[src/rtl/cdm_seq_mult.sv]
// Purpose: sequential WIDTH x WIDTH unsigned multiplier, one 4-bit slice of b per cycle,
//          with per-transaction exact or carry-disregard (approximate) slice reduction.
// Latency: out_valid rises WIDTH/4 edges after the accept edge; one result per WIDTH/4+2 cycles min.
// Backpressure: in_ready only in IDLE; result and out_valid held in DONE until out_ready.
//
// Ports:
//   clk, rst_n          clock (rising edge), asynchronous active-low reset
//   in_valid/in_ready   operand handshake; a, b, approx sampled on the accept edge
//   out_valid/out_ready result handshake; r holds the last product until the next completion
//   busy                high while a transaction is in BUSY or DONE
module cdm_seq_mult #(
  parameter int WIDTH       = 8,
  parameter int APPROX_COLS = 4
) (
  input  logic               clk,
  input  logic               rst_n,
  input  logic               in_valid,
  output logic               in_ready,
  input  logic [WIDTH-1:0]   a,
  input  logic [WIDTH-1:0]   b,
  input  logic               approx,
  output logic               out_valid,
  input  logic               out_ready,
  output logic [2*WIDTH-1:0] r,
  output logic               busy
);

  localparam int NS   = WIDTH / 4;
  localparam int IDXW = (NS > 1) ? $clog2(NS) : 1;
  localparam int SPW  = WIDTH + 4;   // a * 15 always fits
  localparam int PW   = 2 * WIDTH;

  typedef enum logic [1:0] {IDLE, BUSY, DONE} state_t;

  state_t            state_q, state_d;
  logic [WIDTH-1:0]  a_q, b_q;
  logic              approx_q;
  logic [PW-1:0]     acc_q, acc_next;
  logic [IDXW-1:0]   idx_q;
  logic [PW-1:0]     r_q;

  logic [IDXW+1:0]   shamt;
  logic [3:0]        b_slc;
  logic [SPW-1:0]    row [4];
  logic [SPW-1:0]    low_mask;
  logic [SPW-1:0]    sum_exact, or_low, sum_high, sp;
  logic              last_slice;

  assign shamt      = {idx_q, 2'b00};
  assign last_slice = (idx_q == IDXW'(NS - 1));

  // Slice partial product. In approximate mode the low APPROX_COLS columns are
  // collapsed with OR, so no carry from them reaches column APPROX_COLS.
  always_comb begin
    b_slc    = 4'(b_q >> shamt);
    low_mask = '0;
    for (int i = 0; i < SPW; i++) begin
      low_mask[i] = (i < APPROX_COLS);
    end
    sum_exact = '0;
    or_low    = '0;
    sum_high  = '0;
    for (int j = 0; j < 4; j++) begin
      row[j]    = b_slc[j] ? (SPW'(a_q) << j) : '0;
      sum_exact = sum_exact + row[j];
      or_low    = or_low | (row[j] & low_mask);
      sum_high  = sum_high + (row[j] & ~low_mask);
    end
    sp       = approx_q ? (or_low + sum_high) : sum_exact;
    // Bits shifted past the top are dropped: accumulation is mod 2^(2*WIDTH).
    acc_next = acc_q + (PW'(sp) << shamt);
  end

  always_comb begin
    state_d   = state_q;
    in_ready  = 1'b0;
    out_valid = 1'b0;
    busy      = 1'b0;
    case (state_q)
      IDLE: begin
        in_ready = 1'b1;
        if (in_valid) state_d = BUSY;
      end
      BUSY: begin
        busy = 1'b1;
        if (last_slice) state_d = DONE;
      end
      DONE: begin
        busy      = 1'b1;
        out_valid = 1'b1;
        if (out_ready) state_d = IDLE;
      end
      default: state_d = IDLE;
    endcase
  end

  always_ff @(posedge clk or negedge rst_n) begin
    if (!rst_n) begin
      state_q <= IDLE;
    end else begin
      state_q <= state_d;
    end
  end

  always_ff @(posedge clk or negedge rst_n) begin
    if (!rst_n) begin
      a_q      <= '0;
      b_q      <= '0;
      approx_q <= 1'b0;
      acc_q    <= '0;
      idx_q    <= '0;
      r_q      <= '0;
    end else begin
      case (state_q)
        IDLE: begin
          if (in_valid) begin
            a_q      <= a;
            b_q      <= b;
            approx_q <= approx;
            acc_q    <= '0;
            idx_q    <= '0;
          end
        end
        BUSY: begin
          acc_q <= acc_next;
          idx_q <= idx_q + IDXW'(1);
          if (last_slice) r_q <= acc_next;
        end
        default: ;
      endcase
    end
  end

  assign r = r_q;

endmodule

[config.mk]
export PLATFORM = sky130hd
export DESIGN_NAME = cdm_seq_mult
export DESIGN_NICKNAME = d
export VERILOG_FILES = /design/src/rtl/cdm_seq_mult.sv
export SDC_FILE = /design/constraint.sdc
export NUM_CORES = 1
export LEC_CHECK = 0
export CAP_MARGIN = 30
export CORE_AREA = 4 4 99 120
export DETAILED_ROUTE_END_ITERATION = 8
export DIE_AREA = 0 0 103 124
export PLACE_DENSITY_LB_ADDON = 0.15
export SLEW_MARGIN = 5
export SYNTH_ARGS = -nofsm -noshare
export SYNTH_HDL_FRONTEND = slang
export SYNTH_SLANG_ARGS = --single-unit
[constraint.sdc]
create_clock -name clk -period 5.9 [get_ports clk]
set_clock_uncertainty 0.15 [all_clocks]
set_input_delay 0.59 -clock clk [delete_from_list [all_inputs] [get_ports clk]]
set_output_delay 0.59 -clock clk [all_outputs]
set_load 0.05 [all_outputs]
Word-level counts from Yosys, hierarchy flattened. Cells that the tools add are included.

Reductions and logical operators: 7. Bitwise logic cells: 3. Muxes and demuxes: 16. Shifts and indexed selects: 2. $add $sub $neg: 9. Equality and inequality tests: 5.

Operators by type and width (count): $pmux 16 s2 (1); $add 11x11->12 (2); $add 10x10->11 (2); $add 8x9->10 (2); $add 16x16->16 (1); $mux 16 (1); $shl 12x3->16 (1); $add 4x12->12 (1); $mux 12 (1); $or 4x4->4 (3); $mux 11 (1); $mux 10 (1); $mux 9 (1); $mux 8 (1); $shr 8x3->4 (1); $mux 2 (3); $ne 2x2->1 const B (3); $pmux 2 s3 (1); $reduce_and 2->1 (3); $mux 1 (4); $reduce_and 3->1 (1); $eq 2x1->1 const B (1); $eq 2x2->1 const B (1); $logic_not 2->1 (1); other kinds (4) (4).

Input bits: 21. Word-level logic and storage cells: 49. Flip-flop bits (word level): 52.

Depth between registers and ports, before layout. Gate-level depths: netlist (run 1).

Word-level depth: 10. Gate-level depth with buffers: 24.

Worst setup path before layout (run 1). Ideal clock, no wire load.

Kind: register -> register. From: register idx_q. To: register acc_q[15]. Arrival: 5287 ps. Library setup time: 124 ps. Stages on the path, launching flop included: 24. Period minus slack after synthesis: 5561 ps. Setup slack: 339 ps. Path through: dfrtp_1 -> clkbuf_1 -> mux2i_1 -> nor2b_1 -> fa_1 -> inv_1 -> fa_1 -> inv_1 -> ha_1 -> a21o_1 -> a21oi_1 -> o21a_1 -> o21ai_1 -> nor2_1 -> xnor2_1 -> mux2_2 -> ha_1 -> nand2_1 -> o21ai_1 -> inv_1 -> a211oi_1 -> o21ai_0 -> and4_4 -> a211o_1.

Word-level cells in the longest chain between the ends: 10.

RTL lines: start: declaration (RTL line 39) `logic [IDXW-1:0] idx_q;`; start signal: assignment (RTL line 126) `idx_q <= idx_q + IDXW'(1);`; $shr 8x3->4 (RTL line 55) `b_slc = 4'(b_q >> shamt);`; $mux 8 / $mux 9 (equally long branches) (RTL line 64) `row[j] = b_slc[j] ? (SPW'(a_q) << j) : '0;`; $add 8x9->10 / $or 4x4->4 (equally long branches) (RTL line 67, 66); $add 10x10->11 / $or 4x4->4 (equally long branches) (RTL line 67, 66); $add 11x11->12 / $or 4x4->4 (equally long branches) (RTL line 67, 66); $add 4x12->12 (RTL line 69) `sp = approx_q ? (or_low + sum_high) : sum_exact;`; $mux 12 (RTL line 69); $shl 12x3->16 * (RTL line 71) `acc_next = acc_q + (PW'(sp) << shamt);`; $add 16x16->16 * (RTL line 71); $pmux 16 s2 * (RTL line 114) `case (state_q)`; end signal: assignment (RTL line 125) `acc_q <= acc_next;`; end: declaration (RTL line 38) `logic [PW-1:0] acc_q, acc_next;`.

Mark *: on every way between the ends. The rest lies on a longest branch, timed or not. A chain may end at the register's enable or synchronous reset.

Worst setup path after layout (run 1). Ends and elaborated chain as after synthesis.

==> run summary, run 1 <==
clk_lat worst skew - 290 ps
min cycle time layout - 5616 ps
Max Root-Sink Buffers - 2
I/O Buffers - 39
met3 WL post-DR - 236 um
initial DRC count - 113
final hold vios - 0
ys async rst share - 100.0%
ys flop type - dfrtp_1
FP Rows - 42
period utilisation layout - 95.18%
FF+latch count, synth - 52
reg-to-reg critical path endpoint - acc_q[15]$_DFFE_PN0P_
hold crit path type - input pin to asynchronous set/reset pin
unrepaired setup endpoints after global routing - false
initial antenna violation count - 0
htree depth - 2
number of placed I/O pins - 40
Critical Path RT - 5930 ps
clk root buf - clkbuf_16
post-layout util - 43.82%
fin. max-slew vios - 0
Placement Setup Slack - 161.3 ps
area leader, netlist - dfrtp_1
final setup TNS - 0 ps
largest net degree at the start of global routing - 53
Ant. Diodes - 0
area grow syn2layout - 20.96%
worst-path fanout max - 6
# DRC - 0
Setup crit end kind - flip-flop
hpwl dp - 6872 um
Syn. warnings - 0
total grt overflow - 0
CP arrival - 5650 ps
cts hold-fix bufs - 0
synthesized cell area - 3921 sq um
Yosys cell types - 48
Setup crit start - idx_q$_DFFE_PN0P_
gr usage total - 15.32%
status - complete, no violations
post-synthesis sequential area ratio - 33.18%
post-route ant nets - 0
chip width - 103 um
CP max-delay cell - fa_2
CP peak stage delay - 610 ps
DR pass1 iterations - 4
via count - 2991
Core Region - 10830 sq um
layout cells sized above 1 - 15.51%
vias per inst - 5.184
critical path type - flip-flop to flip-flop
max_slew headroom - 49.33%
Max Clk Rate - 0.1781 GHz
final setup violation count - 0
placed cell area - 4489 sq um
CTS tree - yes
# nets final - 515
first-pass GRT wire length - 15350 um
clock slew at reported path FFs - 70 ps
final setup margin - 284.4 ps
WL/cell - 15.58 um
Reg2Reg Launch Point - idx_q$_DFFE_PN0P_
Sink Count - 52
RePlAce Congestion - 0.8543
Max Cap Viol - 0
die area - 12770 sq um
Mapped Avg Cell Area - 9.852 sq um
R2R setup slack - 280 ps
Gate Count Post-Synth - 398
number of flops mapped to enable cells by yosys - 0
Starting Density - 36.22%
CP startpoint kind - flip-flop
top layer in use - met4
wire length on met1 - 3974 um
top cells by area, synth - dfrtp_1 (33%), ha_1 (11%), mux2_2 (9.2%)
Total Wirelength - 8990 um
Final Cell Area - 4743 sq um
CTS buffer count - 5
syn_nets - 469
Die Y - 124 um
vias in the first global route - 3176
share of the synthesized area in the top cell type - 33.18%
met2 wire len - 4687 um
most used cell, CP - a21o_1
R2R depth - 24
crit path cell chain - buf_4, mux2i_1, buf_4, nor2b_1, fa_1, inv_1, fa_2, inv_1, ha_1, a21o_1, a21oi_2, o21a_1, o21ai_1, nor2_1, xnor2_1, and2_1, ha_1, a21o_1, a21o_1, a21oi_1, o21ai_0, or3_4, and4_4, a211o_1
Slew @ Worst Pin - 758.2 ps
## area by class of cell
type / count / area [sq um]
Clock buffer: 7 / 152.6
Clock inverter: 1 / 30.03
Fill cell: 1057 / 6082
Inverter: 35 / 131.4
Multi-Input combinational cell: 302 / 2510
Sequential cell: 52 / 1301
Tap cell: 132 / 165.2
Timing Repair Buffer: 48 / 452.9
## through the flow
step	hold WS, ps	instances
6_report	268.7	577
5_1_grt	329.5	577
4_1_cts	299.0	575
3_5_place_dp	326.0	567
3_3_place_gp	319.9	567
2_1_floorplan	144.4	398
## state kept, by name, indices dropped and copies added (netlist names)
name / cells
state_q: 2
approx_q: 1
r: 16
b_q: 8
acc_q: 16
idx_q: 1
a_q: 8
## metal layers
layer  GRT usage, %  vias up
li1               -     1479
met1          19.07     1475
met2          27.37       30
met3          2.689        7
met4          3.563        0
met5              0        -
## Yosys cell counts, types with 2 or more instances
master and n:
dfrtp_1 52, ha_1 35, inv_1 34, nand2_1 33
mux2_2 32, a21oi_1 23, nor2_1 22, nor2b_1 17
fa_1 15, o21ai_0 15, a22o_1 12, a21o_1 11
and2_1 11, xnor2_1 11, o21ai_1 8, xor2_1 8
clkbuf_1 7, a211oi_1 4, mux2i_1 4, a31oi_1 3
nand2b_1 3, nand3_1 3, nand4_1 3, nor3_1 3
o21a_1 3, a211o_1 2, nand3b_1 2, o21bai_1 2
## worst max path at each step
stage	to	depth (start not counted)
finish	acc_q[15]$_DFFE_PN0P_	24
global route	acc_q[15]$_DFFE_PN0P_	24
CTS	acc_q[15]$_DFFE_PN0P_	22
detailed placement	acc_q[15]$_DFFE_PN0P_	22
global placement	acc_q[15]$_DFFE_PN0P_	22
floorplan	acc_q[15]$_DFFE_PN0P_	23
## placed cells by master, fill, tap and decap left out, drive strengths merged, types with 12 or more instances in the layout
cell type      synthesis  layout
a22o                  12      12
nand2                 33      33
ha                    35      35
fa                    15      15
clkdlybuf4s50          0      38
a21oi                 23      23
dfrtp                 52      52
mux2                  33      33
o21ai                 23      23
inv                   35      35
nor2b                 17      17
nor2                  22      22
## cell families (layout without fill, tap and decap cells)
| logic type | Yosys count | after routing | synth area share (%) |
|---|---|---|---|
| xor+xnor | 19 | 19 | 4.244 |
| compound gates | 94 | 94 | 15.86 |
| simple gates | 102 | 102 | 13.05 |
| flops | 52 | 52 | 33.18 |
| mux | 37 | 37 | 10.59 |
| fa+ha+maj | 50 | 50 | 18.83 |
| buf+inv | 44 | 91 | 4.244 |
## what timing repair did
action	CTS	global route
setup endpoints to repair	0	4
gates resized for setup	0	17
buffers inserted	0	2
## worst max-delay path, delay by kind of cell (launching register included)
family                     cells  cell delay (ps)
and+or+nand+nor                5              970
buffers and inverters          4              440
adders and majority gates      4             1800
AOI/OAI and AO/OA              9             1480
DFF                            1              410
xor gates and xnor gates       1               90
muxes                          1              170
Power of run 1 is left out: the tool's default activity adds up to more than one toggle a clock period on the data nets, which glitch-free logic cannot reach.
==> inputs of run 2 (changes only) <==
--- a/config.mk
+++ b/config.mk
@@ -7,6 +7,7 @@
 export LEC_CHECK = 0
 export CAP_MARGIN = 30
 export CORE_AREA = 4 4 99 120
+export CTS_CLUSTER_DIAMETER = 120
 export DETAILED_ROUTE_END_ITERATION = 8
 export DIE_AREA = 0 0 103 124
 export PLACE_DENSITY_LB_ADDON = 0.15
==> results of run 2 <==
No change in the layout: final DEF, timing and power equal those of run 1.
Power of run 2 is left out for the same reason.
